File: config.mk
export PLATFORM = sky130hd
export DESIGN_NAME = regfile_sb_flat
export DESIGN_NICKNAME = d
export VERILOG_FILES = /design/src/rtl/regfile_pkg.sv /design/src/rtl/regfile_sb_if.sv /design/src/rtl/regfile_scoreboard.sv /design/src/rtl/regfile_sb.sv /design/src/flat_wrapper.sv
export SDC_FILE = /design/constraint.sdc
export NUM_CORES = 2
export LEC_CHECK = 0
export ABC_AREA = 0
export CORE_MARGIN = 4
export CORE_UTILIZATION = 45
export DETAILED_ROUTE_END_ITERATION = 7
export DONT_BUFFER_PORTS = 1
export PLACE_DENSITY = 0.59
export SYNTH_ARGS = -nofsm -noshare
export SYNTH_HDL_FRONTEND = slang
export SYNTH_SLANG_ARGS = --single-unit
File: constraint.sdc
create_clock -name clk -period 4.8 [get_ports clk]
set_input_delay 0 -clock clk [delete_from_list [all_inputs] [get_ports clk]]
set_output_delay 0 -clock clk [all_outputs]
set_load 0.05 [all_outputs]
File: src/rtl/regfile_pkg.sv
// Shared defaults and index helpers for the scoreboarded register file.
package regfile_pkg;

  function automatic int calcAw(input int numRegs);
    return (numRegs <= 2) ? 1 : $clog2(numRegs);
  endfunction

  localparam int DEFAULT_WIDTH    = 32;
  localparam int DEFAULT_NUM_REGS = 32;
  localparam int DEFAULT_AW       = calcAw(DEFAULT_NUM_REGS);

  typedef logic [DEFAULT_AW-1:0] regIdx_t;

endpackage

File: src/rtl/regfile_sb_if.sv
// Decode/write-back bus of the register file: the master drives addresses and strobes, the slave returns data and scoreboard state.
interface regfile_sb_if
  import regfile_pkg::*;
#(
  parameter int WIDTH    = DEFAULT_WIDTH,
  parameter int NUM_REGS = DEFAULT_NUM_REGS,
  parameter int AW       = calcAw(NUM_REGS)
);
  logic                wr_en;
  logic [AW-1:0]       wr_addr;
  logic [WIDTH-1:0]    wr_data;
  logic [AW-1:0]       rd_addr_0;
  logic [WIDTH-1:0]    rd_data_0;
  logic [AW-1:0]       rd_addr_1;
  logic [WIDTH-1:0]    rd_data_1;
  logic [AW-1:0]       dbg_addr;
  logic [WIDTH-1:0]    dbg_data;
  logic                iss_valid;
  logic [AW-1:0]       iss_rd;
  logic                iss_rd_we;
  logic                iss_ready;
  logic [NUM_REGS-1:0] busy_vec;

  modport master (
    output wr_en, wr_addr, wr_data, rd_addr_0, rd_addr_1, dbg_addr,
           iss_valid, iss_rd, iss_rd_we,
    input  rd_data_0, rd_data_1, dbg_data, iss_ready, busy_vec
  );

  modport slave (
    input  wr_en, wr_addr, wr_data, rd_addr_0, rd_addr_1, dbg_addr,
           iss_valid, iss_rd, iss_rd_we,
    output rd_data_0, rd_data_1, dbg_data, iss_ready, busy_vec
  );
endinterface

File: src/rtl/regfile_scoreboard.sv
// Per-register busy tracking and issue gating; REGFILE_BYPASS_EN lets a write-back hide its own busy bit from the readiness check.
module regfile_scoreboard
  import regfile_pkg::*;
#(
  parameter int NUM_REGS = DEFAULT_NUM_REGS,
  parameter int ZERO_REG = 1,
  parameter int AW       = calcAw(NUM_REGS)
) (
  input  logic                clk,
  input  logic                reset,
  input  logic                i_wrEn,
  input  logic [AW-1:0]       i_wrAddr,
  input  logic [AW-1:0]       i_rdAddr0,
  input  logic [AW-1:0]       i_rdAddr1,
  input  logic                i_issValid,
  input  logic [AW-1:0]       i_issRd,
  input  logic                i_issRdWe,
  output logic                o_issReady,
  output logic [NUM_REGS-1:0] o_busyVec
);
  logic [NUM_REGS-1:0] r_busy;
  logic [NUM_REGS-1:0] w_busyView;
  logic [NUM_REGS-1:0] w_busyNext;
  logic                w_issFire;
  logic                w_setOk;

  always_comb begin
    w_busyView = r_busy;
`ifdef REGFILE_BYPASS_EN
    if (i_wrEn) w_busyView[i_wrAddr] = 1'b0;
`endif
  end

  assign o_issReady = !(w_busyView[i_rdAddr0] | w_busyView[i_rdAddr1] |
                        (i_issRdWe & w_busyView[i_issRd]));
  assign w_issFire  = i_issValid & o_issReady;
  assign w_setOk    = i_issRdWe && !((ZERO_REG != 0) && (i_issRd == '0));

  // Clear is applied before set so a new owner issuing on the write-back edge keeps the register busy.
  always_comb begin
    w_busyNext = r_busy;
    if (i_wrEn) w_busyNext[i_wrAddr] = 1'b0;
    if (w_issFire && w_setOk) w_busyNext[i_issRd] = 1'b1;
  end

  always_ff @(posedge clk) begin
    if (!reset) r_busy <= '0;
    else        r_busy <= w_busyNext;
  end

  assign o_busyVec = r_busy;
endmodule

File: src/rtl/regfile_sb.sv
// Parametrised register file with busy scoreboard; define REGFILE_BYPASS_EN for write-through forwarding on all read ports.
module regfile_sb
  import regfile_pkg::*;
#(
  parameter int WIDTH    = DEFAULT_WIDTH,
  parameter int NUM_REGS = DEFAULT_NUM_REGS,
  parameter int ZERO_REG = 1
) (
  input  logic        clk,
  input  logic        reset,
  regfile_sb_if.slave bus
);
  localparam int AW = calcAw(NUM_REGS);

  logic [WIDTH-1:0] r_regs [NUM_REGS];
  logic             w_wrKeep;
  logic [AW-1:0]    w_wrAddr;
  logic [WIDTH-1:0] w_wrData;

  assign w_wrAddr = bus.wr_addr;
  assign w_wrData = bus.wr_data;
  assign w_wrKeep = bus.wr_en && !((ZERO_REG != 0) && (bus.wr_addr == '0));

  always_ff @(posedge clk) begin
    if (!reset) begin
      for (int i = 0; i < NUM_REGS; i++) r_regs[i] <= '0;
    end else if (w_wrKeep) begin
      r_regs[w_wrAddr] <= w_wrData;
    end
  end

  function automatic logic [WIDTH-1:0] readPort(input logic [AW-1:0] addr);
    logic [WIDTH-1:0] v;
    if ((ZERO_REG != 0) && (addr == '0)) v = '0;
`ifdef REGFILE_BYPASS_EN
    else if (w_wrKeep && (addr == w_wrAddr)) v = w_wrData;
`endif
    else v = r_regs[addr];
    return v;
  endfunction

  assign bus.rd_data_0 = readPort(bus.rd_addr_0);
  assign bus.rd_data_1 = readPort(bus.rd_addr_1);
  assign bus.dbg_data  = readPort(bus.dbg_addr);

  regfile_scoreboard #(
    .NUM_REGS (NUM_REGS),
    .ZERO_REG (ZERO_REG),
    .AW       (AW)
  ) u_scoreboard (
    .clk        (clk),
    .reset      (reset),
    .i_wrEn     (bus.wr_en),
    .i_wrAddr   (bus.wr_addr),
    .i_rdAddr0  (bus.rd_addr_0),
    .i_rdAddr1  (bus.rd_addr_1),
    .i_issValid (bus.iss_valid),
    .i_issRd    (bus.iss_rd),
    .i_issRdWe  (bus.iss_rd_we),
    .o_issReady (bus.iss_ready),
    .o_busyVec  (bus.busy_vec)
  );
endmodule

File: src/flat_wrapper.sv
// flat-port wrapper written by rule: the top's interface ports become plain ports
module regfile_sb_flat import regfile_pkg::*;
#(
  parameter int WIDTH    = DEFAULT_WIDTH,
  parameter int NUM_REGS = DEFAULT_NUM_REGS,
  parameter int ZERO_REG = 1
)
  (clk, reset, bus_wr_en, bus_wr_addr, bus_wr_data, bus_rd_addr_0, bus_rd_addr_1, bus_dbg_addr, bus_iss_valid, bus_iss_rd, bus_iss_rd_we, bus_rd_data_0, bus_rd_data_1, bus_dbg_data, bus_iss_ready, bus_busy_vec);
  regfile_sb_if #(.WIDTH(WIDTH), .NUM_REGS(NUM_REGS)) bus_i ();
  input  logic clk;
  input  logic reset;
  input wire logic [$bits(bus_i.wr_en)-1:0] bus_wr_en;
  input wire logic [$bits(bus_i.wr_addr)-1:0] bus_wr_addr;
  input wire logic [$bits(bus_i.wr_data)-1:0] bus_wr_data;
  input wire logic [$bits(bus_i.rd_addr_0)-1:0] bus_rd_addr_0;
  input wire logic [$bits(bus_i.rd_addr_1)-1:0] bus_rd_addr_1;
  input wire logic [$bits(bus_i.dbg_addr)-1:0] bus_dbg_addr;
  input wire logic [$bits(bus_i.iss_valid)-1:0] bus_iss_valid;
  input wire logic [$bits(bus_i.iss_rd)-1:0] bus_iss_rd;
  input wire logic [$bits(bus_i.iss_rd_we)-1:0] bus_iss_rd_we;
  output wire logic [$bits(bus_i.rd_data_0)-1:0] bus_rd_data_0;
  output wire logic [$bits(bus_i.rd_data_1)-1:0] bus_rd_data_1;
  output wire logic [$bits(bus_i.dbg_data)-1:0] bus_dbg_data;
  output wire logic [$bits(bus_i.iss_ready)-1:0] bus_iss_ready;
  output wire logic [$bits(bus_i.busy_vec)-1:0] bus_busy_vec;
  assign bus_i.wr_en = bus_wr_en;
  assign bus_i.wr_addr = bus_wr_addr;
  assign bus_i.wr_data = bus_wr_data;
  assign bus_i.rd_addr_0 = bus_rd_addr_0;
  assign bus_i.rd_addr_1 = bus_rd_addr_1;
  assign bus_i.dbg_addr = bus_dbg_addr;
  assign bus_i.iss_valid = bus_iss_valid;
  assign bus_i.iss_rd = bus_iss_rd;
  assign bus_i.iss_rd_we = bus_iss_rd_we;
  assign bus_rd_data_0 = bus_i.rd_data_0;
  assign bus_rd_data_1 = bus_i.rd_data_1;
  assign bus_dbg_data = bus_i.dbg_data;
  assign bus_iss_ready = bus_i.iss_ready;
  assign bus_busy_vec = bus_i.busy_vec;
  regfile_sb #(.WIDTH(WIDTH), .NUM_REGS(NUM_REGS), .ZERO_REG(ZERO_REG)) u_core (.clk(clk), .reset(reset), .bus(bus_i));
endmodule
* Word-level counts from Yosys, hierarchy flattened
Memory sizes are Yosys's and may differ from the RTL's. Cells that the tools add are included. Widths: inputs -> output; s select.
Operators by class: bitwise operators 7, reductions and logical operators 14, mux-type cells 22, $lt $le $gt $ge 6
Operators by type and width (count):
- $mux 32 | 6
- $and 32x32->32 | 1
- $not 32->32 | 1
- $or 32x32->32 | 1
- $reduce_or 32->1 | 1
- $logic_not 5->1 | 5
- $lt 5x6->1 const B | 4
- $bmux 1 s5 | 3
- $demux 1 s5 | 2
- $ge 5x1->1 const B | 2
- $mux 1 | 10
- $logic_and 1x1->1 | 5
- $mux 5 | 1
- $logic_not 1->1 | 3
- $and 1x1->1 | 2
- $or 1x1->1 | 2
Word-level totals: logic and storage cells 51, output and inout port bits 129, bits of input ports 62, memories kept 1, register bits after elaboration 32, memory bits (writable) 1024
Memory list:
- u_core.r_regs | depth 32, bits a word 32, rd ports 3, clocked after Yosys merged registers in 0, wr ports 32, RTL line regfile_sb.sv:15 | logic [WIDTH-1:0] r_regs [NUM_REGS];

* Depth between registers and ports, before layout
word-level depth 9, gate-level depth with buffers 10, gate-level depth less buffers 6

* Modules after synthesis
From an unflattened synthesis, not the netlist that was laid out.
Unflattened totals: cell total of the unflattened synthesis 4613, area total of the unflattened synthesis 65132.5 um2
Modules (own cells, without submodules):
- regfile_sb | area an instance 62562.5 um2, cells each 4327, instances 1
- regfile_scoreboard | area an instance 2570.0 um2, cells each 286, instances 1

* Least setup slack after synthesis
No wires, ideal clock.
path kind input to register, from in reset, to mem u_core.r_regs[14][0] (netlist name), enable pin, path slack 0.994 ns, buffers on the path 1, library setup time 0.466 ns, stages 5, arrival 3.340 ns, cell sequence inv_1 nor2_1 nand3_1 clkbuf_1 o21ai_0
RTL lines:
- start, declared | RTL line flat_wrapper.sv:11 | input logic reset;
- end, declared | RTL line regfile_sb.sv:15

* Worst setup path after layout
from reg u_core.u_scoreboard.r_busy[13] (netlist: u_core.u_scoreboard.o_busyVec[13]), to reg u_core.u_scoreboard.r_busy[9] (netlist: u_core.u_scoreboard.o_busyVec[9])
On the way: longest elaborated chain between the ends 8
RTL lines:
- start, declared | RTL line regfile_scoreboard.sv:21 | logic [NUM_REGS-1:0] r_busy;
- start signal, assigned | RTL line regfile_scoreboard.sv:48 | else r_busy <= w_busyNext;
- $bmux 1 s5 (on tied branches) | RTL line regfile_scoreboard.sv:34, regfile_scoreboard.sv:35
- $mux 1 (on tied branches) | RTL line regfile_scoreboard.sv:34, regfile_scoreboard.sv:35
- $or 1x1->1 or $and 1x1->1 (tied branches) | RTL line regfile_scoreboard.sv:34, regfile_scoreboard.sv:35
- $or 1x1->1 (*) | RTL line regfile_scoreboard.sv:34 | assign o_issReady = !(w_busyView[i_rdAddr0] | w_busyView[i_rdAddr1] |
- $logic_not 1->1 (*) | RTL line regfile_scoreboard.sv:34
- $and 1x1->1 (*) | RTL line regfile_scoreboard.sv:36 | assign w_issFire = i_issValid & o_issReady;
- $logic_and 1x1->1 (*) | RTL line regfile_scoreboard.sv:43 | if (w_issFire && w_setOk) w_busyNext[i_issRd] = 1'b1;
- $mux 32 (*) | RTL line regfile_scoreboard.sv:43
Mark *: on every way between the ends. The rest lies on a longest branch, timed or not. The select of a mux whose other input is x is not followed. A chain may end at the register's enable or synchronous reset.

==> implementation parameters <==
Parameter                              Value

Status
  Status ... finished with violations
  Violated checks ... DRC, capacitance limit, slew limit

Synth
  Sequential area share after synthesis ... roughly half
  Cell taking the most area after synthesis ... edfxtp_1
  Share of the synthesized area in the top cell type ... 47.68%
  Number of distinct library cells after synthesis ... 53
  Most used flip-flop cell after synthesis ... edfxtp_1
  Synthesized instance count ... between 4000 and 5000
  Top cells by instance count after synthesis ... edfxtp_1 (1024), and2_1 (992), mux4_2 (886), clkbuf_1 (364), mux2i_1 (177)
  Most area-consuming cells after synthesis ... edfxtp_1 (48%), mux4_2 (31%), and2_1 (9.6%)
  Syn_area_per_cell ... 15.70 um^2
  FFs w/ async S/R, synth ... 0%
  Top-count cell post-synth ... edfxtp_1
  Post-synth EDFFs ... 1024
  FF+latch count, synth ... 1056
  Netlist area before placement ... 64490 um^2
  Count of synthesis-stage warnings from yosys ... 0

Final layout
  Total of fill cells in the finished design ... about 12000
  Proportion of layout cells with a drive suffix above 1 ... 32.18%
  Layout Utilization ... 50.47%
  Number of nets in the finished design ... 4022
  Relative area change from synthesis to final layout ... 11.07%

CTS
  Post-CTS setup buffer count ... 0
  Clk pin slew, worst setup/hold paths ... 0.07 ns
  TritonCTS clock tree ... built
  Clk_lat worst skew ... 0.77 ns
  Deepest level of the CTS H-tree ... 3
  Number of buffers created by CTS ... 120
  Library cell used as clock root buffer ... clkbuf_16
  Clock sink count ... 1056
  Bufs on Longest Clock Path ... 3

STA
  Slew at the pin closest to its max-slew limit ... 1.504 ns
  Count of final hold-check violations ... 0
  Final worst setup slack ... 0.6829 ns
  Total negative slack for setup checks ... 0 ns
  RSZ-0062 raised after global routing ... false
  Shortest period the worst path allows ... around 4.1 ns
  Fin crit share ... 85.77%
  Maximum frequency from static timing analysis ... 242.9 MHz
  Final slew viol count ... 20
  Finish-stage setup viols ... 0
  Setup clock skew after layout ... 0.01584 ns
  Relative slew slack ... -0.2606%

Critical path
  Crit path top cell by count ... dlygate4sd3_1
  Reg2reg path depth ... 8
  CP peak stage delay ... 0.57 ns
  Critical Path Fanout Max ... 17
  Required arrival time at the worst endpoint ... 5.51 ns
  Crit-path slowest cell ... mux4_2
  Type of the setup path with the least slack ... flip-flop to flip-flop
  Arrival @ worst endpoint ... 4.83 ns
  Cells along the critical path ... mux4_2 -> a222oi_1 -> nand3_1 -> buf_4 -> or4_1 -> dlygate4sd3_1 -> o21ai_1 -> dlygate4sd3_1
  Type of destination of the critical path ... flip-flop
  CP startpoint kind ... flip-flop

Die
  Die area ... 149400 um^2
  Chip Width ... between 300 and 400 um
  Die Y ... 386.6 um
  Initial core utilization ... 45.44%
  Io pins ... 191
  Cell row count ... around 140
  Core outline area ... 141900 um^2

Min path
  Number of cells traversed by the worst hold path ... 4
  Worst hold-check path type ... primary input to flip-flop

Global routing
  First-pass GRT wire length ... 339800 um
  Overflow left after global routing ... 0
  Number of antenna violations at the first check in global routing ... 31
  Global-route usage over all layers ... 32.34%
  Largest net degree at the start of global routing ... between 300 and 400
  Vias in the first global route ... approximately 42000

Power and ir drop
  Power Dens Cells ... 337.2 nW/um^2
  Leakage Power ... about 0.024 uW
  Worst VDD drop ... 296.2 uV

Routing
  Drt first pass iters ... 8
  Iteration-0 DRC Markers ... 7289
  Number of nets with antenna violations after detailed routing ... 0
  Vias after detailed routing ... 42510
  Detailed-route wire length ... 245900 um
  DRC violation count after routing ... 12
  Vias per inst ... 7.130
  Routed len/inst ... 41.24 um

Place
  Worst slack, placed ... 1.749 ns
  Number of port buffers ... 0
  Final RePlAce weighted congestion ... 0.8958
  Detailed placer's ending HPWL ... 135400 um

Flow run
  MaxCap Viol Count ... 1
[worst max-delay path, delay by kind of cell (launching register included)]
kind / cells / cell delay, ns
AOI/OAI and AO/OA: 2 / 0.50
buffers and inverters: 3 / 1.49
DFF: 1 / 0.54
muxes: 1 / 0.57
and+or+nand+nor: 2 / 0.96
[timing repair]
item	CTS	global route
hold buffers	87	0
hold endpoints to repair	1718	0
gates resized for setup	0	0
endpoints found under the setup margin	0	0
[per-stage QoR]
step           hold WS, ns  cells  area (um^2)  total power [uW]
2_1_floorplan       0.1982   4138        64600             13930
3_3_place_gp        0.1662   5640        66690             14580
3_5_place_dp        0.1698   5641        66710             14620
4_1_cts           0.004815   5948        71590             24110
5_1_grt            0.03460   5950        71600             24690
6_report           0.04428   5962        71630             24150
[flip-flops by register name (all words and copies together) (netlist names)]
register                       cells
u_core.r_regs                   1024
u_core.u_scoreboard.o_busyVec     32
[final cells by class]
class | count | area, um^2 | share of cell area [%]
Sequential cell | 1056 | 31390 | 43.82
Multi-Input combinational cell | 2587 | 32030 | 44.72
Tap cell | 1890 | 2365 | 3.302
Antenna cell | 14 | 35.03 | 0.04891
Timing Repair Buffer | 188 | 1864 | 2.603
Inverter | 7 | 26.28 | 0.03668
Clock inverter | 67 | 737.0 | 1.029
Clock buffer | 153 | 3178 | 4.437
[kinds of logic after synthesis]
kind of cell | synth area share [%]
compound gates | 2.623
buf+inv | 3.067
flops | 48.68
mux | 34.21
other cells | 0.005815
simple gates | 11.41
[layer usage]
metal	global-route usage [%]	wire length, um	vias up
li1	-	-	16210
met1	45.65	94970	22690
met2	49.28	112100	3060
met3	8.644	29450	539
met4	10.33	9312	8
met5	0	51	-
[report_power, final]
part	leakage [uW]	switching [uW]	internal (uW)
logic	0.0118	2070	1670
clock network	0.00189	4020	5410
registers	0.0100	371	10600
total	0.0237	6460	17700
[path summary, 6_finish.rpt]
kind / from / endpoint / slack [ns]
setup reg to reg: u_core.u_scoreboard.o_busyVec[13] / u_core.u_scoreboard.o_busyVec[9] / 0.68
hold reg to reg: u_core.u_scoreboard.o_busyVec[31] / u_core.u_scoreboard.o_busyVec[31] / 0.83
hold / removal: bus_rd_addr_1[4] / u_core.u_scoreboard.o_busyVec[22] / 0.04
setup / recovery: u_core.u_scoreboard.o_busyVec[13] / u_core.u_scoreboard.o_busyVec[9] / 0.68
[placed cells by master (no fill, tap or decap), types with 32 or more instances in the layout]
cell type      Yosys  layout
and2_1           992     992
buf_4             14      90
clkbuf_16          0     121
conb_1             1      32
dfxtp_1           32      32
dlygate4sd3_1      0      78
edfxtp_1        1024    1024
mux2i_1          177     177
mux4_2           886     886
nor2_1           116      84
nor2_4             0      32
o211ai_1          43      43
Note: power is estimated with default switching activity, not from simulation.
